## config.mk

```make
export PLATFORM = sky130hd
export DESIGN_NAME = tia_hcounter
export DESIGN_NICKNAME = d
export VERILOG_FILES = /design/src/rtl/tia_hcounter.sv
export SDC_FILE = /design/constraint.sdc
export NUM_CORES = 1
export LEC_CHECK = 0
export ABC_AREA = 1
export BUFFER_PORTS_ARGS = -buffer_cell sky130_fd_sc_hd__buf_2
export CAP_MARGIN = 40
export CORE_UTILIZATION = 44
export DETAILED_ROUTE_END_ITERATION = 12
export PLACE_DENSITY_LB_ADDON = 0.25
export RECOVER_POWER = 100
export SYNTH_ARGS = -nofsm -noshare
export SYNTH_HDL_FRONTEND = slang
export SYNTH_SLANG_ARGS = --single-unit
```

## constraint.sdc

```tcl
create_clock -name clk -period 1.3 [get_ports clk]
set_input_delay 0 -clock clk [delete_from_list [all_inputs] [get_ports clk]]
set_output_delay 0 -clock clk [all_outputs]
set_load 0.01 [all_outputs]
```

## src/rtl/tia_hcounter.sv

```systemverilog
// TIA horizontal timing: color-clock /4 phase strobes, 57-count polynomial line
// counter, and HSYNC/HBLANK decode pulses and levels.
module tia_hcounter #(
  parameter int unsigned WRAP_COUNT = 56
) (
  input  logic       clk,
  input  logic       reset,
  input  logic       rsync,
  input  logic       hmove_late,
  output logic       hphi1,
  output logic       hphi2,
  output logic [5:0] lfsr,
  output logic       shs,
  output logic       rhs,
  output logic       rcb,
  output logic       rhb,
  output logic       lrhb,
  output logic       shb,
  output logic       hsync,
  output logic       hblank
);

  localparam int unsigned LFSR_W = 6;
  localparam int unsigned PH_W   = 2;

  function automatic logic [LFSR_W-1:0] lfsr_step(input logic [LFSR_W-1:0] s);
    return {s[LFSR_W-2:0], ~(s[LFSR_W-1] ^ s[LFSR_W-2])};
  endfunction

  // Code reached after k advances from all-zeros; evaluated at elaboration.
  function automatic logic [LFSR_W-1:0] code_at(input int unsigned k);
    logic [LFSR_W-1:0] s;
    s = '0;
    for (int unsigned i = 0; i < k; i++) s = lfsr_step(s);
    return s;
  endfunction

  localparam logic [LFSR_W-1:0] WRAP_CODE = code_at(WRAP_COUNT);
  localparam logic [LFSR_W-1:0] SHB_CODE  = code_at(0);
  localparam logic [LFSR_W-1:0] SHS_CODE  = code_at(4);
  localparam logic [LFSR_W-1:0] RHS_CODE  = code_at(8);
  localparam logic [LFSR_W-1:0] RCB_CODE  = code_at(12);
  localparam logic [LFSR_W-1:0] RHB_CODE  = code_at(16);
  localparam logic [LFSR_W-1:0] LRHB_CODE = code_at(18);

  logic [PH_W-1:0]   ph;
  logic [LFSR_W-1:0] lfsr_next;
  logic              decode_now;

  assign hphi1 = (ph == PH_W'(0));
  assign hphi2 = (ph == PH_W'(2));

  // Decodes are latched on the ph==2 edge so they are visible during ph==3.
  assign decode_now = (ph == PH_W'(2));

  always_comb begin
    lfsr_next = lfsr_step(lfsr);
    if (lfsr == WRAP_CODE) lfsr_next = '0;
  end

  always_ff @(posedge clk) begin
    if (reset || rsync) begin
      ph     <= '0;
      lfsr   <= '0;
      shs    <= 1'b0;
      rhs    <= 1'b0;
      rcb    <= 1'b0;
      rhb    <= 1'b0;
      lrhb   <= 1'b0;
      shb    <= 1'b0;
      hsync  <= 1'b0;
      hblank <= 1'b1;
    end else begin
      ph <= ph + PH_W'(1);
      if (ph == PH_W'(3)) lfsr <= lfsr_next;

      shb  <= decode_now && (lfsr == SHB_CODE);
      shs  <= decode_now && (lfsr == SHS_CODE);
      rhs  <= decode_now && (lfsr == RHS_CODE);
      rcb  <= decode_now && (lfsr == RCB_CODE);
      rhb  <= decode_now && (lfsr == RHB_CODE);
      lrhb <= decode_now && (lfsr == LRHB_CODE);

      if (shs)      hsync <= 1'b1;
      else if (rhs) hsync <= 1'b0;

      // hmove_late picks which reset-HBLANK pulse ends blanking this line.
      if (shb)                           hblank <= 1'b1;
      else if (rhb && !hmove_late)       hblank <= 1'b0;
      else if (lrhb && hmove_late)       hblank <= 1'b0;
    end
  end

endmodule

```

==> results of run 1 <==
## cell usage after synthesis (all sizes together)
| master | instances |
|---|---|
| dfxtp | 16 |
| a21oi | 7 |
| nand3 | 4 |
| inv | 13 |
| o21bai | 4 |
| ha | 5 |
| o21ai | 6 |
| nand4 | 3 |
| nand2 | 5 |
| o211ai | 1 |
| nor2 | 12 |
| buf | 2 |
## repair_timing
action,4_1_cts,5_1_grt
endpoints found under the setup margin,0,0
hold buffers,1,0
setup buffers,0,0
hold endpoints to repair,1,0
## layout make-up
class / count / area, um^2 / area share [%]
Clock buffer: 4 / 36.28 / 4.482
Multi-Input combinational cell: 47 / 292.8 / 36.17
Inverter: 13 / 48.80 / 6.028
Sequential cell: 16 / 320.3 / 39.57
Timing Repair Buffer: 21 / 92.59 / 11.44
Tap cell: 15 / 18.77 / 2.318
## critical path, stage by stage (launching register included)
cell	delay, ns
dfxtp_1	0.35
inv_1	0.08
ha_1	0.20
nand3_1	0.16
o21bai_1	0.17
a21oi_1	0.09
## kinds of logic (layout without fill, tap and decap cells)
family                     Yosys count  after routing
adders and majority gates            5              5
buffers and inverters               15             38
DFF                                 16             16
AOI/OAI and AO/OA                   18             18
and+or+nand+nor                     24             24
## metal layers
layer  up-vias  track usage, %  wire (um)
li1        298               -          -
met1       261           17.07        526
met2        19           24.69        601
met3         2           7.826         92
met4         0           5.806         12
met5         -               0          0
## worst paths after layout
check / slack (ns) / start / endpoint / cells past startpoint
max reg2reg: 0.14 / lfsr[4] / lfsr[4] / 5
min: 0.14 / reset / lfsr[5] / 5
min reg2reg: 0.46 / shb / hblank / 2
max: 0.14 / lfsr[4] / lfsr[4] / 5
## per-stage QoR
| step | area, um^2 | hold WS [ns] |
|---|---|---|
| 6_report | 809.5 | 0.1397 |
| 3_3_place_gp | 788.3 | 0.2610 |
| 3_5_place_dp | 788.3 | 0.2765 |
| 4_1_cts | 834.6 | 0.1360 |
| 5_1_grt | 809.5 | 0.1467 |
| 2_1_floorplan | 683.2 | 0.1522 |
## power groups by stage
stage                     combinational [mW]  clock [mW]  sequential (mW)
final                                 0.0380       0.329            0.497
after global routing                  0.0432       0.363            0.498
after CTS                             0.0395       0.336            0.497
after detailed placement              0.0372           0            0.509
after global placement                0.0367           0            0.508
after floorplan                       0.0255           0            0.509
==> summary.txt, run 1 <==
STA
  – RSZ-0062 raised after global routing: false
  – Final period utilization: 89.23%
  – Max transition margin: 72.72%
  – Worst Skew: 0.002852 ns
  – Setup violations, final: 0
  – Worst slew pin tran: 0.4092 ns
  – Slew Limit Fails: 0
  – Fin. Hold Viols: 0
  – Worst Slack Setup Final: 0.1401 ns
  – Final TNS setup: 0 ns
  – Max Freq: 862.1 MHz
  – Tmin final: 1.160 ns

Route
  – # DRC: 0
  – Antenna Violating Nets Remaining: 0
  – First drt pass iteration count: 4
  – Starting DRC count in detailed routing: 6
  – Drt wl/cell: 10.63 um
  – Via density: 5.000
  – Vias after detailed routing: 580
  – Routed WL: 1233 um

Clock tree
  – CTS clk-pin slew, worst paths: 0.09 ns
  – Root Driver: clkbuf_4
  – Sink Count: 16
  – Clk buf depth: 2
  – Clk_lat worst skew: 0.29 ns
  – Htree depth: 1
  – # resized after CTS: 0
  – TritonCTS clock tree: built
  – CTS Buf Count: 3

Yosys
  – Post-synthesis xor/xnor area fraction: 0%
  – Yosys top cell by area: dfxtp_1
  – Ranking of synthesized cells by area: dfxtp_1 (47%), ha_1 (9.2%), nor2_1 (6.0%), inv_1 (5.5%), o21ai_1 (4.4%)
  – Cells after Synth: 78
  – Cell area after technology mapping: 683.2 um^2
  – Adder-Cell Fraction of Synth Area: 9.158%
  – Yosys cell types: 19
  – Seq cells post-synth: 16
  – Sequential element share of the synthesized area: 46.89%
  – Post-synthesis simple-gate area fraction: 18.32%
  – Post-Synthesis Mean Instance Area: 8.758 um^2
  – Largest family of logic cells by synthesized area: simple AND/OR/NAND/NOR gates
  – Syn Nets: 87
  – Yosys top cell area share: 46.89%
  – Yosys Warn Count: 0
  – Post-synthesis compound-gate area fraction: 16.12%
  – Mux cell area share after synthesis: 0%

Floorplanning
  – Ports: 20
  – Die height: 41.41 um
  – Core Footprint: 1366 um^2
  – Die W: 41.41 um
  – Row count: 13
  – Die area: 1714 um^2
  – Initial Util: 50.00%

Power and ir drop
  – Switching pwr: 183.9 uW
  – PnR Total Power: 864.3 uW
  – Leakage Power: 0.3180 nW
  – Power share of the combinational group: 4.4%
  – Switch share: 21.28%
  – Worst IR drop on VDD: 0.0007494 V
  – Pwr/cell area: 1068 nW/um^2
  – Sequential power share: 57.5%
  – Clock Power Share: 38.1%
  – Power Internal: 680.4 uW

Outcome
  – Outcome: finished clean

Setup path
  – Worst-path maximum fanout: 4
  – Arrival time worst endpoint: 1.33 ns
  – CP Launch Type: flop
  – CP Capture Type: flop
  – Crit Path Class: flop to flop
  – Worst Path Required: 1.47 ns

Layout
  – Nets@finish: 111
  – # fillers: 144
  – Largest regs: lfsr: 6 flops, ph: 2 flops
  – Max FFs per register: 6
  – Area Overhead vs Synth: 18.50%
  – Biggest register: lfsr
  – Final core occ: 59.25%
  – Layout cells sized above 1: 16.83%
  – Commonest non-fill, non-tap cells in the layout: dfxtp_1 (16), clkbuf_1 (16), nor2_1 (11), inv_1 (10)
  – Antenna cells: 0
  – Fin cells: 116

GRT
  – Initial antenna violation count: 0
  – Grt total ovfl: 0
  – Pin count of the biggest net entering global routing: 13
  – GRT Total Usage: 15.31%
  – Vias in the first global route: 469
  – First-pass GRT wire length: 1966 um

Placed design
  – Dpl cells: 111
  – Dpl hpwl: 956 um
  – RePlAce Congestion: 0.7888
  – I/O Buffers: 19
  – Worst slack at placement: 0.1883 ns

Min path
  – Min-Delay Path Class: primary input to flop

Flow run
  – Max-Cap Viols: 0
(Power assumes the default switching activity.)
==> run 2, diff against run 1 <==
--- a/config.mk
+++ b/config.mk
@@ -10,2 +10,3 @@
 export CAP_MARGIN = 40
+export CORE_ASPECT_RATIO = 0.9
 export CORE_UTILIZATION = 44
==> constraint.sdc (replaced) <==
create_clock -name clk -period 1.3 [get_ports clk]
set_input_delay 0.325 -clock clk [delete_from_list [all_inputs] [get_ports clk]]
set_output_delay 0.325 -clock clk [all_outputs]
set_load 0.01 [all_outputs]
==> summary.txt, run 2 (synthesis results as in run 1) <==
Power and ir drop
  – Worst IR drop on VDD: 0.0005383 V (-28%)
  – Leakage Power: 0.3960 nW (+25%)
  – Pwr/cell area: 984.9 nW/um^2 (-7.7%)

GRT
  – Grt total ovfl: 0 (unchanged)
  – Vias in the first global route: 442 (-5.8%)
  – Initial antenna violation count: 0 (unchanged)
  – Pin count of the biggest net entering global routing: 13 (unchanged)
  – First-pass GRT wire length: 1869 um (-4.9%)
  – GRT Total Usage: 15.81% (+0.50 points)

Layout
  – Layout cells sized above 1: 41.18% (+24 points)
  – Biggest register: lfsr
  – Largest regs: lfsr: 6 flops, ph: 2 flops
  – Commonest non-fill, non-tap cells in the layout: buf_2 (17), dfxtp_1 (14), nor2_1 (11), inv_1 (8), o21ai_1 (6)
  – Commonest non-fill, non-tap cell in the layout: buf_2
  – Nets@finish: 112 (+0.90%)
  – Max FFs per register: 6 (unchanged)
  – # fillers: 127 (-12%)
  – Fin cells: 117 (+0.86%)
  – Multi-input logic area: 322.8 um^2 (+10%)
  – Final core occ: 61.11% (+1.9 points)
  – Area Overhead vs Synth: 29.49%
  – Antenna cells: 0 (unchanged)
  – FF/Latch Area: 325.3 um^2 (+1.6%)

STA
  – Final period utilization: 99.74% (+11 points)
  – Fin. Hold Viols: 0 (unchanged)
  – RSZ-0062 raised after global routing: true
  – Max transition margin: 72.34% (-0.39 points)
  – Slew Limit Fails: 0 (unchanged)
  – Max Freq: 771.3 MHz (-11%)
  – Setup violations, final: 0 (unchanged)
  – Worst slew pin tran: 0.4150 ns (+0.005801 ns)
  – Tmin final: 1.297 ns (+0.1367 ns)
  – Worst Skew: 0.0006172 ns (-0.002235 ns)

Min path
  – Hold Crit Start: hmove_late
  – Min-Delay Path Class: primary input to flop

Floorplanning
  – Core Footprint: 1448 um^2 (+6.0%)
  – Die W: 43.54 um (+5.1%)
  – Die height: 39.38 um (-4.9%)
  – Ports: 20 (unchanged)
  – Initial Util: 47.19% (-2.8 points)
  – Die area: 1714 um^2 (about the same)
  – Row count: 13 (unchanged)

Route
  – Vias after detailed routing: 572 (-1.4%)
  – Antenna Violating Nets Remaining: 0 (unchanged)
  – Routed WL: 1243 um (+0.81%)
  – Starting DRC count in detailed routing: 8 (+2)
  – # DRC: 0 (unchanged)
  – Drt wl/cell: 10.62 um (about the same)
  – Via density: 4.889 (-2.2%)
  – First drt pass iteration count: 4 (unchanged)

Clock tree
  – Hold buffers post-CTS: 0 (-1)
  – Clk_lat worst skew: 0.28 ns (about the same)
  – Sink Count: 16 (unchanged)
  – CTS clk-pin slew, worst paths: 0.09 ns (about the same)
  – Htree depth: 1 (unchanged)
  – Clk buf depth: 2 (unchanged)
  – Root Driver: clkbuf_4
  – CTS Buf Count: 3 (unchanged)
  – TritonCTS clock tree: built

Setup path
  – CP Launch Type: flop
  – Crit Path Class: flop to output port
  – Arrival time worst endpoint: 0.97 ns (-0.36 ns)
  – CP Launch Point: ph[1]
  – Critical R2R Launch: ph[0]
  – CP Capture Type: output port
  – Worst-path maximum fanout: 3 (-1)
  – Worst Path Required: 0.98 ns (-0.49 ns)

Flow run
  – Max-Cap Viols: 0 (unchanged)

Placed design
  – RePlAce Congestion: 0.7955 (+0.85%)
  – Dpl hpwl: 879.1 um (-8.0%)
  – I/O Buffers: 19 (unchanged)
  – Dpl cells: 112 (+0.90%)

Outcome
  – Outcome: finished clean
run 2: cell count changes in the layout (fill, tap and decap cells not counted), moves of 2 or more:
| cell | before | now |
|---|---|---|
| buf_2 | 3 | 17 |
| inv_1 | 10 | 8 |
| ha_1 | 5 | 3 |
| clkbuf_1 | 16 | 0 |
| dfxtp_1 | 16 | 14 |
| buf_4 | 1 | 3 |
| ha_4 | 0 | 2 |
| buf_6 | 0 | 2 |
run 2: path summary, 6_finish.rpt:
check        endpoint  slack, ns  depth (start not counted)
max             hphi1      0.003                          3
min            hblank       0.29                          3
max reg2reg   lfsr[0]       0.10                          4
min reg2reg    hblank       0.44                          2
run 2: area by class of cell:
class | count | area share, %
timing repair buffer | 22 | 14.71
clock buffer | 4 | 4.102
inverter | 13 | 5.799
tap | 15 | 2.122
multi-input combinational | 47 | 36.49
sequential | 16 | 36.78
run 2: per-stage QoR:
| stage | hold WS (ns) | power [mW] | TNS, ns | setup slack [ns] | cell area (um^2) |
|---|---|---|---|---|---|
| floorplan | 0.4173 | 0.5342 | 0 | 0.2544 | 683.2 |
| CTS | 0.2896 | 0.8701 | 0 | 0.001117 | 850.8 |
| global placement | 0.4290 | 0.5463 | 0 | 0.2238 | 795.8 |
| finish | 0.2936 | 0.8713 | 0 | 0.003412 | 884.6 |
| detailed placement | 0.4253 | 0.5469 | 0 | 0.2050 | 795.8 |
| global route | 0.3003 | 0.9144 | -0.07781 | -0.03935 | 884.6 |
run 2: where the power goes:
part / leakage [nW] / internal (mW) / switching (mW)
Sequential: 0.130 / 0.493 / 0.00497
Clock: 0.0210 / 0.170 / 0.149
Combinational: 0.245 / 0.0263 / 0.0282
run 2: critical path, cell delays in order (launching register included):
cell and delay (ns):
dfxtp_4 0.38, inv_2 0.05, ha_4 0.15, buf_6 0.11
run 2: what timing repair did:
action | 4_1_cts | 5_1_grt
buffers inserted | 1 | 0
setup endpoints to repair | 2 | 2
gates resized for setup | 5 | 7
run 2: layer usage:
layer  part of all wire (%)  global-route usage, %
met1                     46                  17.83
met2                     46                  27.27
met3                    7.2                  6.912
met4                   0.72                  4.688
met5                      0                      0
